<file path="config.mk">
export PLATFORM = sky130hd
export DESIGN_NAME = timer_multi_core
export DESIGN_NICKNAME = d
export VERILOG_FILES = /design/src/rtl/timer_multi_core.sv
export SDC_FILE = /design/constraint.sdc
export NUM_CORES = 1
export LEC_CHECK = 0
export CORE_MARGIN = 3
export CORE_UTILIZATION = 27
export DETAILED_ROUTE_END_ITERATION = 6
export GPL_ROUTABILITY_DRIVEN = 0
export HOLD_SLACK_MARGIN = 0.12
export PLACE_DENSITY = 0.44
export REMOVE_ABC_BUFFERS = 1
export SYNTH_ARGS = -nofsm -noshare
export SYNTH_HDL_FRONTEND = slang
export SYNTH_SLANG_ARGS = --single-unit
</file>
<file path="constraint.sdc">
create_clock -name clk -period 5.19 [get_ports clk]
set_input_delay 0.7785 -clock clk [delete_from_list [all_inputs] [get_ports clk]]
set_output_delay 0.7785 -clock clk [all_outputs]
set_load 0.01 [all_outputs]
</file>
<file path="src/rtl/timer_multi_core.sv">
// Multi-channel timer core: NUM_CH independent up/down counters sharing one
// programmable prescaler, with one-shot/periodic modes and sticky maskable interrupts.
module timer_multi_core #(
    parameter int NUM_CH  = 4,
    parameter int WIDTH   = 32,
    parameter int PRESC_W = 16
) (
    input  logic                      clk,
    input  logic                      rstn,
    input  logic [PRESC_W-1:0]        presc_div,
    input  logic [NUM_CH-1:0]         start,
    input  logic [NUM_CH-1:0]         stop,
    input  logic [NUM_CH-1:0]         mode_periodic,
    input  logic [NUM_CH-1:0]         dir_down,
    input  logic [NUM_CH*WIDTH-1:0]   load_val,
    input  logic [NUM_CH-1:0]         irq_en,
    input  logic [NUM_CH-1:0]         irq_clr,
    output logic [NUM_CH*WIDTH-1:0]   cur_count,
    output logic [NUM_CH-1:0]         running,
    output logic [NUM_CH-1:0]         irq_pend,
    output logic                      irq
);

    typedef enum logic {IDLE = 1'b0, RUN = 1'b1} ch_state_t;

    logic [PRESC_W-1:0] presc_cnt;
    logic               tick;

    // >= rather than == so a divider lowered mid-period still produces a tick
    assign tick = (presc_cnt >= presc_div);

    always_ff @(posedge clk) begin
        if (!rstn) begin
            presc_cnt <= '0;
        end else if (tick) begin
            presc_cnt <= '0;
        end else begin
            presc_cnt <= presc_cnt + 1'b1;
        end
    end

    for (genvar i = 0; i < NUM_CH; i++) begin : g_ch
        ch_state_t          st_q, st_d;
        logic [WIDTH-1:0]   cnt_q, cnt_d;
        logic [WIDTH-1:0]   lv, init;
        logic               pend_q, pend_d;
        logic               term;

        assign lv   = load_val[i*WIDTH +: WIDTH];
        assign init = dir_down[i] ? lv : '0;
        assign term = dir_down[i] ? (cnt_q == '0) : (cnt_q == lv);

        // stop beats start, start beats a tick; a terminal event beats irq_clr
        always_comb begin
            st_d   = st_q;
            cnt_d  = cnt_q;
            pend_d = pend_q & ~irq_clr[i];
            if (stop[i]) begin
                st_d = IDLE;
            end else if (start[i]) begin
                st_d  = RUN;
                cnt_d = init;
            end else if (st_q == RUN && tick) begin
                if (term) begin
                    pend_d = 1'b1;
                    if (mode_periodic[i]) begin
                        cnt_d = init;
                    end else begin
                        st_d = IDLE;
                    end
                end else if (dir_down[i]) begin
                    cnt_d = cnt_q - 1'b1;
                end else begin
                    cnt_d = cnt_q + 1'b1;
                end
            end
        end

        always_ff @(posedge clk) begin
            if (!rstn) begin
                st_q   <= IDLE;
                cnt_q  <= '0;
                pend_q <= 1'b0;
            end else begin
                st_q   <= st_d;
                cnt_q  <= cnt_d;
                pend_q <= pend_d;
            end
        end

        assign cur_count[i*WIDTH +: WIDTH] = cnt_q;
        assign running[i]                  = (st_q == RUN);
        assign irq_pend[i]                 = pend_q;
    end

    // Output stage: irq lags irq_pend by one cycle
    always_ff @(posedge clk) begin
        if (!rstn) begin
            irq <= 1'b0;
        end else begin
            irq <= |(irq_pend & irq_en);
        end
    end

endmodule
</file>
== Yosys cells after proc, flatten, opt, wreduce, memory -nomap -nowiden ==
Cells that the tools add are included.

* Add/sub/neg operators: 9
* Magnitude comparators: 1
* Equal/unequal tests: 12
* Multiplexer cells: 60
* Bitwise gates (word level): 14
* Reductions and logical operators: 30

{| class="wikitable"
|+ Operator list
! operator !! number
|-
| 32-bit 2-to-1 mux || 24
|-
| 32-bit by 1-bit adder with 32-bit output, second input constant || 4
|-
| 32-bit == test || 4
|-
| 32-bit logical NOT || 4
|-
| 32-bit by 1-bit subtractor with 32-bit output, second input constant || 4
|-
| 1-bit 2-to-1 mux || 36
|-
| 3-bit AND reduction || 8
|-
| 16-bit by 1-bit adder with 16-bit output, second input constant || 1
|-
| 16-bit greater-or-equal comparator || 1
|-
| 2-bit nonzero test || 8
|-
| 3-bit != test, second input constant || 4
|-
| 2-bit OR reduction || 5
|-
| 1-bit NOT || 9
|-
| 2-bit != test, second input constant || 4
|-
| 1-bit AND || 4
|-
| 4-bit AND || 1
|-
| 1-bit logical AND || 4
|-
| 4-bit OR reduction || 1
|}

* Register bits: 153
* Bits of input ports: 170
* Output and inout bits: 137

== Logic depth before layout (Yosys ltp) ==
Gate-level depths: netlist of the first run.

* Word-level depth: 6
* Depth in mapped cells: 13

== Least setup slack after synthesis of the first run ==
Ideal clock, no wire load.

* Path kind: input-to-reg
* From: input port dir_down[1]
* To: register g_ch[1].cnt_q[28]
* Library setup time: 0.092 ns
* Arrival: 3.194 ns
* Required time: 5.098 ns
* Setup slack: 1.904 ns
* Stages on the path: 10
* Path buffers: 0
* Path through: fa_1 a21o_1 a21o_1 a211oi_2 nor4_1 o31a_1 o41ai_4 o21bai_1 xnor2_1 o32ai_1

* Word-level cells in the longest chain between the ends: 5

{| class="wikitable"
|+ Ends and longest elaborated chain
! item !! RTL line !! RTL
|-
| start: declaration || 14 || <nowiki>input logic [NUM_CH-1:0] dir_down,</nowiki>
|-
| 32-bit 2-to-1 mux || 50 || <nowiki>assign init = dir_down[i] ? lv : '0;</nowiki>
|-
| 32-bit 2-to-1 mux || 66 || <nowiki>if (mode_periodic[i]) begin</nowiki>
|-
| 32-bit 2-to-1 mux || 64 || <nowiki>if (term) begin</nowiki>
|-
| 32-bit 2-to-1 mux || 63 || <nowiki>end else if (st_q == RUN && tick) begin</nowiki>
|-
| 32-bit 2-to-1 mux || 60 || <nowiki>end else if (start[i]) begin</nowiki>
|-
| end signal: assignment || 86 || <nowiki>cnt_q <= cnt_d;</nowiki>
|-
| end: declaration || 44 || <nowiki>logic [WIDTH-1:0] cnt_q, cnt_d;</nowiki>
|}

Parallel ways exist; a longest one is shown, timed or not. The select of a mux whose other input is x is not followed.
A chain may end at the register's enable or synchronous reset.

== Final worst setup path of the first run ==
* From: input port presc_div[13]
* To: register g_ch[3].cnt_q[25]

* Word-level cells in the longest chain between the ends: 4

{| class="wikitable"
|+ Ends and longest elaborated chain
! item !! RTL line !! RTL
|-
| start: declaration || 10 || <nowiki>input logic [PRESC_W-1:0] presc_div,</nowiki>
|-
| 16-bit greater-or-equal comparator || 30 || <nowiki>assign tick = (presc_cnt >= presc_div);</nowiki>
|-
| 1-bit logical AND || 63 ||
|-
| 2-bit nonzero test (no source line) || n/a ||
|-
| 3-bit AND reduction (no source line) || n/a ||
|-
| end signal: assignment || 86 ||
|-
| end: declaration || 44 ||
|}

No other way between the ends.

==> results of run 1 <==
-- state kept, by name (all words and copies together) (netlist names) --
name,count
g_ch.cnt_q,128
presc_cnt,16
g_ch.pend_q,4
g_ch.st_q,4
irq,1
-- placed cells by master (no fill, tap or decap), drive strengths merged, types with 14 or more instances in the layout --
cell type / netlist / routed
clkdlybuf4s50: 0 / 301
nor2: 186 / 186
dfxtp: 153 / 153
a21oi: 152 / 152
ha: 137 / 137
xnor2: 131 / 131
o21ai: 130 / 130
nand2: 118 / 118
xor2: 97 / 97
a21o: 73 / 73
inv: 58 / 60
nand4: 59 / 59
nand3: 59 / 59
nor3: 51 / 51
a31oi: 44 / 44
nor4: 42 / 42
a211oi: 40 / 40
a22oi: 33 / 33
buf: 27 / 31
a311oi: 30 / 30
and3: 24 / 24
o21a: 21 / 21
clkbuf: 85 / 21
or3: 18 / 18
and2: 17 / 17
o211ai: 16 / 16
nand2b: 15 / 15
nor2b: 15 / 15
o21bai: 15 / 15
mux2i: 14 / 14
-- cell usage after synthesis, types with 16 or more instances --
master	number	share of area [%]
nor2_1	186	4.6
dfxtp_1	153	20
a21oi_1	152	5.0
ha_1	137	11
xnor2_1	131	7.5
nand2_1	118	2.9
o21ai_0	113	3.7
xor2_1	97	5.6
clkbuf_1	85	2.1
a21o_1	73	3.6
nand3_1	59	1.9
nand4_1	59	2.4
inv_1	58	1.4
nor3_1	50	1.6
a31oi_1	43	1.8
nor4_1	42	1.7
a211oi_1	39	1.9
a22oi_1	33	1.6
a311oi_1	30	1.7
and3_1	24	0.98
o21a_1	21	1.0
or3_1	18	0.74
and2_1	17	0.69
o211ai_1	16	0.78
o21ai_1	16	0.52
-- cell type report --
| cell class | count | share of cell area, % |
|---|---|---|
| clock buffer | 21 | 2.288 |
| clock inverter | 10 | 0.8518 |
| inverter | 58 | 1.106 |
| multi-input combinational | 1672 | 58.95 |
| sequential | 153 | 15.56 |
| tap | 748 | 4.755 |
| timing repair buffer | 332 | 16.49 |
-- worst max-delay path, cell delays in order --
cell and delay [ns]:
clkdlybuf4s50_1 0.45, inv_1 0.04, ha_1 0.29, nand4_1 0.12
a211oi_1 0.27, nand2_1 0.09, o2111ai_1 0.30, or2_1 0.31
a31oi_2 0.17, nor2_2 0.64, buf_4 0.39, mux2i_1 0.24
o311a_1 0.17
-- metrics by stage --
stage	power, mW	hold slack (ns)	worst slack [ns]	cell area [um^2]
finish	4.526	0.5071	1.354	19680
global route	4.804	0.5365	1.002	19680
CTS	4.586	0.5049	1.323	19680
detailed placement	3.141	0.4924	0.7811	19060
global placement	3.137	0.4808	0.9211	19060
floorplan	2.423	0.4643	0.3058	14840
-- where the power goes --
group          switching, mW  leakage [nW]  internal [mW]
clock network          0.588         0.286          0.817
registers              0.150          1.26           1.25
logic                  0.932          6.38          0.789
-- path summary, 6_finish.rpt --
kind,to,slack (ns)
min reg2reg,g_ch[0].st_q$_SDFFE_PP0P_,0.51
max reg2reg,g_ch[3].cnt_q[25]$_SDFFE_PN0P_,1.78
min,g_ch[0].st_q$_SDFFE_PP0P_,0.51
max,g_ch[3].cnt_q[25]$_SDFFE_PN0P_,1.35
-- kinds of logic (layout without fill, tap and decap cells) --
kind of cell / count (synthesis) / count (layout) / synth area share, %
mux: 14 / 14 / 0.9155
compound gates: 660 / 660 / 29.68
simple gates: 629 / 629 / 20.15
fa+ha+maj: 141 / 141 / 11.72
buf+inv: 170 / 421 / 4.472
flops: 153 / 153 / 20.01
xor+xnor: 228 / 228 / 13.05
-- routing by layer --
metal | track usage (%) | vias to the layer above
met5 | 0 | -
met1 | 27.76 | 7767
li1 | - | 7940
met3 | 3.991 | 52
met2 | 33.00 | 371
met4 | 4.997 | 6
==> out/results.md, run 1 <==
• finished clean — result of the run
• 244.1 um — overall die width
• reg -> reg — Hold Path Class
• 73.90% — period utilization
• 2 — Longest Clk Path Bufs
• 0.05563 mm^2 — core area
• 5.389 — DR vias/cell
• g_ch[0].st_q$_SDFFE_PP0P_ — worst min-delay path startpoint
• 0.2546 mV — worst vdd rail ir drop
• 2545 — nets
• 0 — Hold Violations, Final
• 0.01027 ns — setup clock skew after layout
• 0.07 ns — clock input transition at the sequential cells of the worst setup and hold paths
• 260.7 MHz — Max Freq
• 229.9 mW/mm^2 — power per standard cell area
• 0.05958 mm^2 — floorplan die area
• 0.01160 mm^2 — area of combinational cells with multiple inputs
• 0% — share of synthesized registers carrying an async set or reset
• 30.58% — worst slew slack as a fraction of its limit
• 1001 — DRC violation total after the first TritonRoute iteration
• 7.920 nW — leakage power
• 0.003063 mm^2 — Register Area
• 2862 um — met3 wire length
• 16140 — via count
• 86 — distinct cell type count after synthesis
• input pin — nature of the critical path startpoint
• 7.672 um^2 — Post-Synthesis Mean Instance Area
• 68 — largest net degree at the start of global routing
• 2963 — Inst Count DP
• 0 — total of hold buffers inserted after clock tree synthesis
• 5917 — FILL cells
• 5.62 ns — required arrival time at the worst endpoint
• presc_cnt[10]$_SDFF_PP0_ — worst reg2reg startpoint
• 0 — number of synthesized flops with an enable pin
• 244.1 um — Die Span Y
• 0 — post-route DRC violation count
• 20.37% — global-route usage over all layers
• 20.01% — post-synthesis sequential area ratio
• 1.041 ns — measured slew at the worst slew-check pin
• 0 ns — Setup TNS Final
• 11 — logic depth of the worst register-to-register path
• 4.27 ns — critical path arrival
• 28500 um — routed wire length on met2
• clkbuf_16 — Clock Tree Root
• 0 — number of antenna cells inserted
• 4 — total number of H-tree levels
• 35.38% — final core area utilization
• 0 — number of setup buffers added after CTS
• 17 — total clock buffers created by CTS
• 47300 um — Post-DP HPWL
• false — unrepaired setup endpoints after global routing
• 2994 — Post-Layout Cell Count
• 5 — Pre-antenna DRT Iters
• 61850 um — overall routed net length
• 4.274% — share of cells above drive strength 1
• 15770 — via count of the first global-routing pass
• 153 — clock sinks
• 3 — initial antenna violation count
• 306 — Buffers on Ports
• 0 — post-cts repair resize count
• 0 — MaxCap Viol Count
• 0 — Setup violations, final
• 0.01531 mm^2 — Post-Syn Area
• 0 — number of nets with antenna violations after detailed routing
• 3.836 ns — final critical delay including setup and external delays
• 0 — count of warnings emitted by yosys
• 20.66 um — Wirelength per Cell
• dfxtp_1 — commonest register cell after synthesis
• in -> reg — Crit Path Class
• 0 — final-report max-slew violation count
• register — Critical Path End Type
• presc_div[13] — launching element of the worst setup path
• 0 — residual overflow from global routing
• 95180 um — wire length of the first global-routing pass
• 2 — cell count of the worst hold path
• 22 — critical path peak fanout
• 1995 — post-synthesis instance total
• 27.51% — initial core utilization
• 307 — I/O pin count
• 86 — Site Rows
• built — CTS tree
• 28.59% — area overhead of the layout relative to synthesis
• 153 — total of flip-flops plus latches after synthesis
• 29510 um — Met1 Wirelength
• 0.49 ns — later-pin clock latency in the skew report
• met5 — highest routed metal layer
No activity file was read; power rests on OpenSTA's default activity.
==> run 2: changes to the inputs <==
--- a/config.mk
+++ b/config.mk
@@ -10,7 +10,7 @@
 export DETAILED_ROUTE_END_ITERATION = 6
 export GPL_ROUTABILITY_DRIVEN = 0
 export HOLD_SLACK_MARGIN = 0.12
-export PLACE_DENSITY = 0.44
+export PLACE_DENSITY = 0.46
 export REMOVE_ABC_BUFFERS = 1
 export SYNTH_ARGS = -nofsm -noshare
 export SYNTH_HDL_FRONTEND = slang
==> constraint.sdc (replaced) <==
create_clock -name clk -period 3.2 [get_ports clk]
set_input_delay 0.48 -clock clk [delete_from_list [all_inputs] [get_ports clk]]
set_output_delay 0.48 -clock clk [all_outputs]
set_load 0.01 [all_outputs]
==> run 2 against run 1 <==
Compared with the run above:
- sequential share of layout area fell by 1.6 points
- routed wire length increased by 2.7%
- global-route usage is 0.60 points higher
- sequential power is 59% higher
- sequential cell count unchanged
- core utilization increased by 4.0 points
- final cell count increased by 8.8%
- critical path depth is 1 lower
- critical path type is now reg -> reg
- largest power group unchanged
==> out/results.md, run 2 (synthesis results as in run 1) <==
• register — Critical Path End Type
• g_ch[3].cnt_q[2]$_SDFFE_PN0P_ — worst reg2reg startpoint
• 4 — cell count of the worst hold path, +2
• 20.97% — global-route usage over all layers, +0.60 points
• 98240 um — wire length of the first global-routing pass, +3.2%
• 128 — number of flip-flops in the largest register, unchanged
• 2 — Longest Clk Path Bufs, unchanged
• clkdlybuf4s50_1, buf_4, nor2_1, dfxtp_1, a21oi_1 — leading cell types in the layout, fill and taps excluded
• 0.6858 ns — measured slew at the worst slew-check pin, -0.3555 ns
• 0 — number of nets with antenna violations after detailed routing, unchanged
• 50920 um — Post-DP HPWL, +7.7%
• 0 — Setup violations, final, unchanged
• reg -> reg — Crit Path Class
• 153 — clock sinks, unchanged
• 0 — final-report max-slew violation count, unchanged
• 0.05563 mm^2 — core area, unchanged
• 6 — Pre-antenna DRT Iters, +1
• 39.40% — final core area utilization, +4.0 points
• 5 — critical path peak fanout, -77%
• 329.0 MHz — Max Freq
• 0.50 ns — later-pin clock latency in the skew report, about the same
• 0 — total of hold buffers inserted after clock tree synthesis, unchanged
• 43.21% — area overhead of the layout relative to synthesis
• 5737 — FILL cells, -3.0%
• 0.16 ns — reg-to-reg slack, setup, -1.62 ns
• 0 — MaxCap Viol Count, unchanged
• 63530 um — overall routed net length, +2.7%
• 4 — total number of H-tree levels, unchanged
• ha_1 > buf_4 > nand3_1 > o22ai_1 > o211a_1 > o31ai_1 > buf_4 > a21oi_1 > o21a_1 > nor2_1 > or4_1 > a31oi_1 — list of cells traversed by the critical path
• 0 — post-route DRC violation count, unchanged
• 0.4955 ns — tightest hold margin, -0.01162 ns
• 1045 — DRC violation total after the first TritonRoute iteration, +4.4%
• 27.51% — initial core utilization, unchanged
• 0 — residual overflow from global routing, unchanged
• 0.40 ns — maximum single-stage delay on the critical path, -0.24 ns
• 0 — number of antenna cells inserted, unchanged
• finished clean — result of the run
• false — unrepaired setup endpoints after global routing
• 0.05958 mm^2 — floorplan die area, unchanged
• 86 — Site Rows, unchanged
• clkdlybuf4s50_1 — most frequent standard cell in the layout excluding fill and tap cells
• 17130 — via count of the first global-routing pass, +8.6%
• 244.1 um — overall die width, unchanged
• g_ch.cnt_q — largest register by flop count
• g_ch.cnt_q: 128 flops, presc_cnt: 16 flops — leading registers by flop count
• g_ch[0].cnt_q[1]$_SDFFE_PN0P_ — WHS Endpoint
• 355.9 mW/mm^2 — power per standard cell area, +55%
• 0.02250 ns — setup clock skew after layout, +0.01223 ns
• register — nature of the critical path startpoint
• 46 — largest net degree at the start of global routing, -32%
• 0.01164 mm^2 — area of combinational cells with multiple inputs, +0.36%
• 3 — initial antenna violation count, unchanged
• 0 — Hold Violations, Final, unchanged
• 17170 — via count, +6.4%
• in -> reg — Hold Path Class
• 0.003063 mm^2 — Register Area, unchanged
• 5.273 — DR vias/cell, -2.2%
• g_ch[3].cnt_q[27]$_SDFFE_PN0P_ — capture instance of the worst register-to-register path
• 3.44 ns — critical path arrival, -0.83 ns
• 17 — total clock buffers created by CTS, unchanged
• 3.60 ns — required arrival time at the worst endpoint, -2.02 ns
• 19.51 um — Wirelength per Cell, -5.6%
• 0.07 ns — clock input transition at the sequential cells of the worst setup and hold paths, about the same
• 95.00% — period utilization
• buf_4 — cell repeated most along the worst path
• 53.86% — worst slew slack as a fraction of its limit, +23 points
• dir_down[0] — worst min-delay path startpoint
• clkbuf_16 — Clock Tree Root
• 0.4328 mV — worst vdd rail ir drop, +70%
• 3.040 ns — final critical delay including setup and external delays
• 9.302 nW — leakage power, +17%
• or4_1 — standard cell with the maximum stage delay on the critical path
• 0 ns — Setup TNS Final, unchanged
• 14.55% — share of cells above drive strength 1, +10 points
• 306 — Buffers on Ports, unchanged
• 12 — logic depth of the worst register-to-register path, +1
• 2807 — nets, +10%
• 244.1 um — Die Span Y, unchanged
• built — CTS tree
• 307 — I/O pin count, unchanged
-- run 2: cell count changes in the layout (fill, tap and decap cells not counted), sizes merged --
cell,before,now
inv,60,59
clkbuf,21,22
clkinvlp,4,2
clkinv,0,3
buf,31,293
-- run 2: how the worst max path moves through the flow --
stage,startpoint,endpoint,cells past startpoint
after floorplan,presc_div[13],g_ch[1].cnt_q[30]$_SDFFE_PN0P_,9
after global placement,presc_div[9],g_ch[3].cnt_q[27]$_SDFFE_PN0P_,14
after detailed placement,presc_div[9],g_ch[3].cnt_q[27]$_SDFFE_PN0P_,14
after CTS,presc_div[9],g_ch[3].cnt_q[27]$_SDFFE_PN0P_,14
after global routing,g_ch[3].cnt_q[0]$_SDFFE_PN0P_,g_ch[3].cnt_q[28]$_SDFFE_PN0P_,11
final,g_ch[3].cnt_q[2]$_SDFFE_PN0P_,g_ch[3].cnt_q[27]$_SDFFE_PN0P_,12
-- run 2: metrics by stage --
step,instances,cell area (um^2),total power [mW],setup slack [ns]
6_report,3257,21920,7.802,0.1602
5_1_grt,3257,21920,8.287,0.00002620
4_1_cts,3257,21870,7.893,0.004703
3_5_place_dp,3225,21240,5.508,-0.5327
3_3_place_gp,3225,21240,5.495,-0.5091
2_1_floorplan,1883,14840,3.930,-1.386
-- run 2: layout make-up --
class                           count  share of cell area [%]
Multi-Input combinational cell   1672                   53.12
Timing Repair Buffer              594                   24.77
Sequential cell                   153                   13.97
Tap cell                          748                   4.270
Clock buffer                       22                   2.118
Inverter                           58                  0.9932
Clock inverter                     10                  0.7592
-- run 2: worst max-delay path, delay by kind of cell (launching register included) --
family	cells	cell delay, ns
compound gates	6	1.43
flops	1	0.36
fa+ha+maj	1	0.33
simple gates	3	0.57
buf+inv	2	0.27
-- run 2: layer usage --
layer,up-vias,part of all wire (%),global-route usage (%)
li1,8466,-,-
met4,6,2.6,6.953
met3,84,5.1,4.364
met1,8187,46,27.47
met5,-,0.072,0
met2,430,46,34.31
-- run 2: power by group --
group	switching [mW]	total (mW)	internal, mW
logic	1.65	3.27	1.62
clock network	0.964	2.31	1.35
registers	0.194	2.22	2.03
-- run 2: repair_timing --
item | CTS | global route
buffers inserted | 0 | 0
endpoints found under the setup margin | 0 | 70
resized for setup | 0 | 9
